===== src/rtl/fetch_if.sv =====
// Fetch-stage bus bundle: the stall/redirect controls from the later stages,
// the instruction-memory address and returning data, and the IF/ID outputs
// toward decode/imm_gen.
// The master side is the fetch stage; the slave side is the rest of the core
// (or the testbench), which drives the controls and the memory read data.
interface fetch_if;
  logic        stall_i;
  logic        redirect_i;
  logic [31:0] redirect_pc_i;
  logic [31:0] imem_addr_o;
  logic [31:0] bios_dout_i;
  logic [31:0] imem_dout_i;
  logic [31:0] id_pc_o;
  logic [31:0] id_instr_o;
  logic        id_valid_o;
  logic        id_pred_taken_o;

  modport master (
    input  stall_i, redirect_i, redirect_pc_i, bios_dout_i, imem_dout_i,
    output imem_addr_o, id_pc_o, id_instr_o, id_valid_o, id_pred_taken_o
  );

  modport slave (
    output stall_i, redirect_i, redirect_pc_i, bios_dout_i, imem_dout_i,
    input  imem_addr_o, id_pc_o, id_instr_o, id_valid_o, id_pred_taken_o
  );
endinterface


===== src/rtl/fetch_stage.sv =====
// Instruction fetch stage plus the IF/ID boundary of the 3-stage RISC-V core.
// Owns the PC, drives the byte address of the next fetch to the synchronous
// BIOS/IMEM (data returns one cycle later, aligned with pc_q), selects the
// returning word by pc_q[30] and presents it to decode.
// Optional feature macro: FETCH_JAL_EARLY_EN -- when defined, a JAL sitting in
// the ID slot redirects fetch immediately (0-bubble JAL) and is flagged on
// id_pred_taken_o; when undefined, JAL is resolved by the EX redirect.
module fetch_stage #(
  parameter logic [31:0] RESET_PC  = 32'h4000_0000,
  parameter logic [31:0] NOP_INSTR = 32'h0000_0013
) (
  input  logic    clk,
  input  logic    rst,
  fetch_if.master bus
);

  localparam logic [6:0] OPC_JAL = 7'b1101111;

  logic [31:0] pc_q;
  logic        valid_q;
  logic [31:0] next_pc;
  logic [31:0] id_instr;
  logic        jal_early;
  logic [31:0] jal_target;

  // Word in the ID slot: memory data for pc_q once the slot is live, NOP otherwise
  always_comb begin
    id_instr = NOP_INSTR;
    if (valid_q) begin
      id_instr = pc_q[30] ? bus.bios_dout_i : bus.imem_dout_i;
    end
  end

`ifdef FETCH_JAL_EARLY_EN
  // Spot a live JAL in ID that nothing upstream is overriding; compute its target
  always_comb begin
    jal_early  = valid_q && !bus.stall_i && !bus.redirect_i &&
                 (id_instr[6:0] == OPC_JAL);
    jal_target = pc_q + {{12{id_instr[31]}}, id_instr[19:12], id_instr[20],
                         id_instr[30:21], 1'b0};
  end
`else
  // Without early JAL the fetch stage never redirects itself
  always_comb begin
    jal_early  = 1'b0;
    jal_target = pc_q + 32'd4;
  end
`endif

  // Next-PC selection; reset forces the BIOS base so the address is clean during rst
  always_comb begin
    next_pc = pc_q + 32'd4;
    if (rst) begin
      next_pc = RESET_PC;
    end else if (bus.redirect_i) begin
      next_pc = bus.redirect_pc_i;
    end else if (bus.stall_i) begin
      next_pc = pc_q;
    end else if (!valid_q) begin
      // First fetch after reset: pc_q has not been issued yet
      next_pc = pc_q;
    end else if (jal_early) begin
      next_pc = jal_target;
    end
  end

  // PC and slot-valid registers; a stall holds the slot unless a redirect overrides it
  always_ff @(posedge clk or posedge rst) begin
    if (rst) begin
      pc_q    <= RESET_PC;
      valid_q <= 1'b0;
    end else begin
      pc_q <= next_pc;
      if (!(bus.stall_i && !bus.redirect_i)) begin
        valid_q <= 1'b1;
      end
    end
  end

  assign bus.imem_addr_o     = next_pc;
  assign bus.id_pc_o         = pc_q;
  assign bus.id_instr_o      = id_instr;
  // The wrong-path instruction is killed in the cycle EX redirects
  assign bus.id_valid_o      = valid_q && !bus.redirect_i;
  assign bus.id_pred_taken_o = jal_early;

endmodule


===== src/flat_wrapper.sv =====
// flat-port wrapper written by rule: the top's interface ports become plain ports
module fetch_stage_flat 
#(
  parameter logic [31:0] RESET_PC  = 32'h4000_0000,
  parameter logic [31:0] NOP_INSTR = 32'h0000_0013
)
  (clk, rst, bus_stall_i, bus_redirect_i, bus_redirect_pc_i, bus_bios_dout_i, bus_imem_dout_i, bus_imem_addr_o, bus_id_pc_o, bus_id_instr_o, bus_id_valid_o, bus_id_pred_taken_o);
  fetch_if bus_i ();
  input  logic clk;
  input  logic rst;
  input wire logic [$bits(bus_i.stall_i)-1:0] bus_stall_i;
  input wire logic [$bits(bus_i.redirect_i)-1:0] bus_redirect_i;
  input wire logic [$bits(bus_i.redirect_pc_i)-1:0] bus_redirect_pc_i;
  input wire logic [$bits(bus_i.bios_dout_i)-1:0] bus_bios_dout_i;
  input wire logic [$bits(bus_i.imem_dout_i)-1:0] bus_imem_dout_i;
  output wire logic [$bits(bus_i.imem_addr_o)-1:0] bus_imem_addr_o;
  output wire logic [$bits(bus_i.id_pc_o)-1:0] bus_id_pc_o;
  output wire logic [$bits(bus_i.id_instr_o)-1:0] bus_id_instr_o;
  output wire logic [$bits(bus_i.id_valid_o)-1:0] bus_id_valid_o;
  output wire logic [$bits(bus_i.id_pred_taken_o)-1:0] bus_id_pred_taken_o;
  assign bus_i.stall_i = bus_stall_i;
  assign bus_i.redirect_i = bus_redirect_i;
  assign bus_i.redirect_pc_i = bus_redirect_pc_i;
  assign bus_i.bios_dout_i = bus_bios_dout_i;
  assign bus_i.imem_dout_i = bus_imem_dout_i;
  assign bus_imem_addr_o = bus_i.imem_addr_o;
  assign bus_id_pc_o = bus_i.id_pc_o;
  assign bus_id_instr_o = bus_i.id_instr_o;
  assign bus_id_valid_o = bus_i.id_valid_o;
  assign bus_id_pred_taken_o = bus_i.id_pred_taken_o;
  fetch_stage #(.RESET_PC(RESET_PC), .NOP_INSTR(NOP_INSTR)) u_core (.clk(clk), .rst(rst), .bus(bus_i));
endmodule

===== config.mk =====
export PLATFORM = sky130hd
export DESIGN_NAME = fetch_stage_flat
export DESIGN_NICKNAME = d
export VERILOG_FILES = /design/src/rtl/fetch_if.sv /design/src/rtl/fetch_stage.sv /design/src/flat_wrapper.sv
export SDC_FILE = /design/constraint.sdc
export NUM_CORES = 1
export LEC_CHECK = 0
export ABC_AREA = 1
export BUFFER_PORTS_ARGS = -buffer_cell sky130_fd_sc_hd__buf_4
export CAP_MARGIN = 20
export CORE_MARGIN = 8
export CORE_UTILIZATION = 39
export CTS_BUF_LIST = sky130_fd_sc_hd__clkbuf_8
export DETAILED_ROUTE_END_ITERATION = 6
export PLACE_DENSITY = 0.84
export SLEW_MARGIN = 20
export SYNTH_ARGS = -nofsm -noshare
export SYNTH_HDL_FRONTEND = slang
export SYNTH_SLANG_ARGS = --single-unit
export TNS_END_PERCENT = 30

===== constraint.sdc =====
create_clock -name clk -period 2.3 [get_ports clk]
set_clock_uncertainty 0.15 [all_clocks]
set_input_delay 0.23 -clock clk [delete_from_list [all_inputs] [get_ports clk]]
set_output_delay 0.23 -clock clk [all_outputs]
set_load 0.01 [all_outputs]

-- Yosys cells after proc, flatten, opt, wreduce, memory -nomap -nowiden
Index checks and enable logic that the tools add are counted.
- bits in registers: 33
- output and inout port bits: 98
- logic and storage cells: 12
- $add $sub $neg: 1
- muxes and demuxes: 6
- reduce and logical (&&, ||, !) cells: 3
- operator list (operator ; number):
    32-bit two-way mux ; 6
    32-bit by 3-bit adder with 32-bit output, second input constant ; 1
    1-bit logical AND ; 2
    1-bit logical NOT ; 1

-- Depth between registers and ports, before layout
- word-level depth: 5
- mapped depth: 10
- mapped depth without buffers: 10

-- Worst setup path before layout
OpenSTA, ideal clock, no wires.
- path kind: input to output
- start point: input rst
- end point: output bus_imem_addr_o[0]
- path slack: 0.432 ns
- stages: 5
- required time: 1.920 ns
- data arrival time: 1.488 ns
- cell sequence: clkbuf_1 -> inv_1 -> buf_2 -> o21ai_0 -> nor2_1
- longest elaborated chain between the ends: 1
- RTL lines (what ; line ; text):
    from (decl) ; flat_wrapper.sv:10 ; input logic rst;
    32-bit two-way mux ; fetch_stage.sv:53 ; if (rst) begin
    to (decl) ; flat_wrapper.sv:16 ; output wire logic [$bits(bus_i.imem_addr_o)-1:0] bus_imem_addr_o;
No other way between the ends.

-- Worst setup path in the final report
- start point: register u_core.pc_q[3], in the netlist u_core.bus.id_pc_o[3]
- end point: output bus_imem_addr_o[6]
- longest elaborated chain between the ends: 5
- RTL lines (what ; line ; text):
    from (decl) ; fetch_stage.sv:19 ; logic [31:0] pc_q;
    from (signal assigned) ; fetch_stage.sv:73 ; pc_q <= next_pc;
    32-bit by 3-bit adder with 32-bit output ; n/a ;
    32-bit two-way mux ; fetch_stage.sv:59 ; end else if (!valid_q) begin
    32-bit two-way mux ; fetch_stage.sv:57 ; end else if (bus.stall_i) begin
    32-bit two-way mux ; fetch_stage.sv:55 ; end else if (bus.redirect_i) begin
    32-bit two-way mux ; fetch_stage.sv:53 ;
No other way between the ends.

==> impl_results.html <==
<table>
<tr><th>Metric</th><th>Value</th></tr>
<tr><th colspan="2">Placement</th></tr>
<tr><td>Post-place setup slack</td><td>0.1828 ns</td></tr>
<tr><td>Final HPWL DP</td><td>9.222 mm</td></tr>
<tr><td>Placer's final routability congestion estimate</td><td>0.9200</td></tr>
<tr><td>Number of placed instances with taps included</td><td>730</td></tr>
<tr><td>Port buffer count</td><td>196</td></tr>
<tr><td>Placed cell areas</td><td>4318 um2</td></tr>
<tr><th colspan="2">Logic synthesis</th></tr>
<tr><td>Synthesis-stage register bit count</td><td>33</td></tr>
<tr><td>Count of flip-flops with a built-in enable after synthesis</td><td>0</td></tr>
<tr><td>Distinct cell type count of the synthesized netlist</td><td>31</td></tr>
<tr><td>Gate Count Post-Synth</td><td>452</td></tr>
<tr><td>Count of warnings emitted by yosys</td><td>0</td></tr>
<tr><td>Net count of the mapped netlist</td><td>553</td></tr>
<tr><td>Cell area after synthesis</td><td>2741 um2</td></tr>
<tr><td>Post-synthesis sequential area ratio</td><td>30.17%</td></tr>
<tr><td>Async S/R FF share, synth</td><td>100.0%</td></tr>
<tr><td>Most frequently used flop master after synthesis</td><td>dfrtp_1</td></tr>
<tr><td>Average footprint of a synthesized cell</td><td>6.065 um2</td></tr>
<tr><th colspan="2">Clocking</th></tr>
<tr><td>Reg clk slew, reported paths</td><td>0.06 ns</td></tr>
<tr><td>Clock sinks</td><td>33</td></tr>
<tr><td>CTS tree</td><td>yes</td></tr>
<tr><td>H-tree levels</td><td>2</td></tr>
<tr><td>Clock tree buffer depth</td><td>2</td></tr>
<tr><td>Inserted Clock Buffers</td><td>5</td></tr>
<tr><td>Clock network latency to the later pin of the worst-skew pair</td><td>0.29 ns</td></tr>
<tr><td>Cell at the root of the clock tree</td><td>clkbuf_8</td></tr>
<tr><th colspan="2">Floorplan</th></tr>
<tr><td>Die footprint</td><td>9968 um2</td></tr>
<tr><td>Io pins</td><td>198</td></tr>
<tr><td>Area of the core region</td><td>6794 um2</td></tr>
<tr><td>Number of cell rows</td><td>30</td></tr>
<tr><td>DIE WIDTH</td><td>99.84 um</td></tr>
<tr><td>Starting utilization of the core area</td><td>40.35%</td></tr>
<tr><td>Floorplan die height</td><td>99.84 um</td></tr>
<tr><th colspan="2">Power and ir drop</th></tr>
<tr><td>Power share of the combinational group</td><td>38.8%</td></tr>
<tr><td>Maximum vdd ir drop</td><td>0.3879 mV</td></tr>
<tr><td>Net Switching</td><td>0.6018 mW</td></tr>
<tr><td>Share of total power consumed by net switching</td><td>33.75%</td></tr>
<tr><td>Clock Power Share</td><td>23.3%</td></tr>
<tr><td>Static power due to leakage</td><td>2.351 nW</td></tr>
<tr><td>Int Pwr</td><td>1.181 mW</td></tr>
<tr><td>Portion of total power attributed to sequential cells</td><td>37.9%</td></tr>
<tr><td>Cell area power density</td><td>390.7 nW/um2</td></tr>
<tr><th colspan="2">STA</th></tr>
<tr><td>Aggregate negative setup slack</td><td>0 ns</td></tr>
<tr><td>Setup violations, final</td><td>0</td></tr>
<tr><td>Ratio of final minimum period to clock period</td><td>97.28%</td></tr>
<tr><td>Number of failing hold endpoints at the final stage</td><td>0</td></tr>
<tr><td>Final worst setup slack</td><td>0.06251 ns</td></tr>
<tr><td>Max-slew violation count</td><td>0</td></tr>
<tr><td>RSZ-0062 raised after global routing</td><td>yes</td></tr>
<tr><td>Highest clock frequency the design can meet</td><td>446.9 MHz</td></tr>
<tr><td>Final period demand of the worst path</td><td>2.237 ns</td></tr>
<tr><th colspan="2">Detailed routing</th></tr>
<tr><td>Total via count in the routed design</td><td>3689</td></tr>
<tr><td>Average via count per standard cell</td><td>4.978</td></tr>
<tr><td>Routed wire length per instance</td><td>15.84 um</td></tr>
<tr><td>First-pass iteration count of the detailed router</td><td>4</td></tr>
<tr><td>Initial DRC count</td><td>239</td></tr>
<tr><td>Antenna viol nets, final</td><td>0</td></tr>
<tr><td>Post-route DRC</td><td>0</td></tr>
<tr><td>Sum of routed wire length over all layers</td><td>11.73 mm</td></tr>
<tr><th colspan="2">Global routing</th></tr>
<tr><td>Global-route wire length before repair</td><td>18.30 mm</td></tr>
<tr><td>GR Util All Layers</td><td>22.46%</td></tr>
<tr><td>Via count of the first global-routing pass</td><td>3728</td></tr>
<tr><td>Pin count of the biggest net entering global routing</td><td>43</td></tr>
<tr><td>Total congestion overflow after global routing</td><td>0</td></tr>
<tr><td>Number of antenna violations at the first check in global routing</td><td>0</td></tr>
<tr><th colspan="2">Status</th></tr>
<tr><td>Run status</td><td>completed</td></tr>
<tr><th colspan="2">Critical path</th></tr>
<tr><td>Crit path launch type</td><td>flop</td></tr>
<tr><td>Category of the most critical setup path</td><td>reg2out</td></tr>
<tr><td>Highest net fanout along the worst path</td><td>4</td></tr>
<tr><td>Arrival @ worst endpoint</td><td>1.86 ns</td></tr>
<tr><td>Data required, critical path</td><td>1.92 ns</td></tr>
<tr><td>Critical path endpoint category</td><td>output pin</td></tr>
<tr><th colspan="2">Cells and area</th></tr>
<tr><td>Layout Nets</td><td>745</td></tr>
<tr><td>Post-route core utilization</td><td>67.18%</td></tr>
<tr><td>Cell area after layout</td><td>4564 um2</td></tr>
<tr><td>Most common cell after layout, fill and taps aside</td><td>buf_4</td></tr>
<tr><td>Antenna Cells</td><td>0</td></tr>
<tr><td>Fraction of final layout cells with drive strength greater than 1</td><td>40.62%</td></tr>
<tr><td>Final std cells w/o fill</td><td>741</td></tr>
<tr><td>Synth-to-Final Area Change</td><td>66.50%</td></tr>
<tr><td>Commonest non-fill, non-tap cells in the layout</td><td>199 x buf_4, 107 x nor2_1, 85 x nand2_1</td></tr>
<tr><th colspan="2">Flow run</th></tr>
<tr><td>Number of maximum-capacitance violations</td><td>0</td></tr>
<tr><th colspan="2">Hold path</th></tr>
<tr><td>Worst min path class</td><td>in2reg</td></tr>
</table>
==> power groups by stage <==
stage / clock [mW] / sequential (mW) / combinational [mW]
3_3_place_gp: 0 / 0.680 / 0.668
4_1_cts: 0.429 / 0.669 / 0.687
5_1_grt: 0.440 / 0.683 / 0.759
2_1_floorplan: 0 / 0.688 / 0.260
3_5_place_dp: 0 / 0.681 / 0.677
6_report: 0.416 / 0.676 / 0.692
==> routing by layer <==
metal,wire [um],track usage [%]
met1,4440,24.16
met2,5978,41.15
met3,1077,6.713
met4,238,6.519
met5,0,0
==> Yosys cell counts, types with 2 or more instances <==
master,instances,share of area (%)
a21oi_1,9,1.6
a31oi_1,2,0.46
buf_1,2,0.27
buf_2,2,0.37
buf_4,2,0.55
clkbuf_1,14,1.9
dfrtp_1,32,29
inv_1,46,6.3
inv_2,4,0.55
nand2_1,88,12
nand2_2,2,0.46
nand3_1,34,6.2
nand3_2,2,0.73
nand3_4,2,1.3
nand3b_1,7,1.9
nand4_1,6,1.4
nor2_1,113,15
nor2_2,9,2.1
nor2_4,2,0.82
nor3_1,5,0.91
o211ai_1,7,1.9
o21ai_0,48,8.8
o21ai_1,2,0.37
or2_0,2,0.46
or2_2,2,0.46
xnor2_1,3,0.96
==> worst paths after layout <==
| check | from | to | slack (ns) | cells past startpoint |
|---|---|---|---|---|
| min | bus_redirect_pc_i[11] | u_core.bus.id_pc_o[11] | 0.04 | 3 |
| min reg2reg | u_core.bus.id_pc_o[1] | u_core.bus.id_pc_o[1] | 0.44 | 2 |
| min in group asynchronous | rst | u_core.bus.id_pc_o[22] | 0.44 | 4 |
| max | u_core.bus.id_pc_o[3] | bus_imem_addr_o[6] | 0.06 | 9 |
| max in group asynchronous | rst | u_core.bus.id_pc_o[4] | 1.30 | 4 |
| max reg2reg | u_core.bus.id_pc_o[3] | u_core.bus.id_pc_o[31] | 0.61 | 10 |
==> flip-flops by register name, summed over array words and instances, names as in the netlist <==
register and flops:
u_core.bus.id_pc_o 32, u_core.valid_q 1
==> critical path, cell delays in order, from the launching register on <==
cell	delay [ns]
dfrtp_1	0.41
ha_4	0.17
nand3_2	0.13
nor2_4	0.17
inv_2	0.06
or2_2	0.27
nand3_1	0.07
o211ai_1	0.09
inv_1	0.09
buf_4	0.12
==> repair_timing <==
| item | in CTS | in global routing |
|---|---|---|
| gates cloned | 0 | 0 |
| setup endpoints to repair | 9 | 26 |
| hold buffers | 1 | 0 |
| resized for setup | 2 | 44 |
| endpoints found under the hold margin | 32 | 0 |
| buffers inserted | 2 | 0 |
| pin swaps | 0 | 6 |
==> area by class of cell <==
type                            count  area (um2)
Fill cell                         600        2230
Sequential cell                    33       840.8
Clock inverter                      3       11.26
Clock buffer                        5       68.82
Timing Repair Buffer              205        1578
Tap cell                           96       120.1
Multi-Input combinational cell    349        1758
Inverter                           50       187.7
==> stage by stage <==
step	hold slack (ns)	total power [mW]
global route	0.03926	1.882
CTS	0.02520	1.785
detailed placement	0.2174	1.358
global placement	0.2137	1.348
finish	0.04190	1.783
floorplan	0.1712	0.9480
==> cell families (layout without fill, tap and decap cells) <==
group	count (synthesis)	after routing	share of synthesized area (%)
buffers and inverters	70	263	9.950
AO/OA/AOI/OAI	69	69	13.42
other	1	1	0.1368
adder cells (fa/ha/maj)	1	1	0.4563
XOR/XNOR	3	3	0.9586
flip-flops	33	33	30.17
AND/OR/NAND/NOR	275	275	44.91
(Power assumes the default switching activity.)
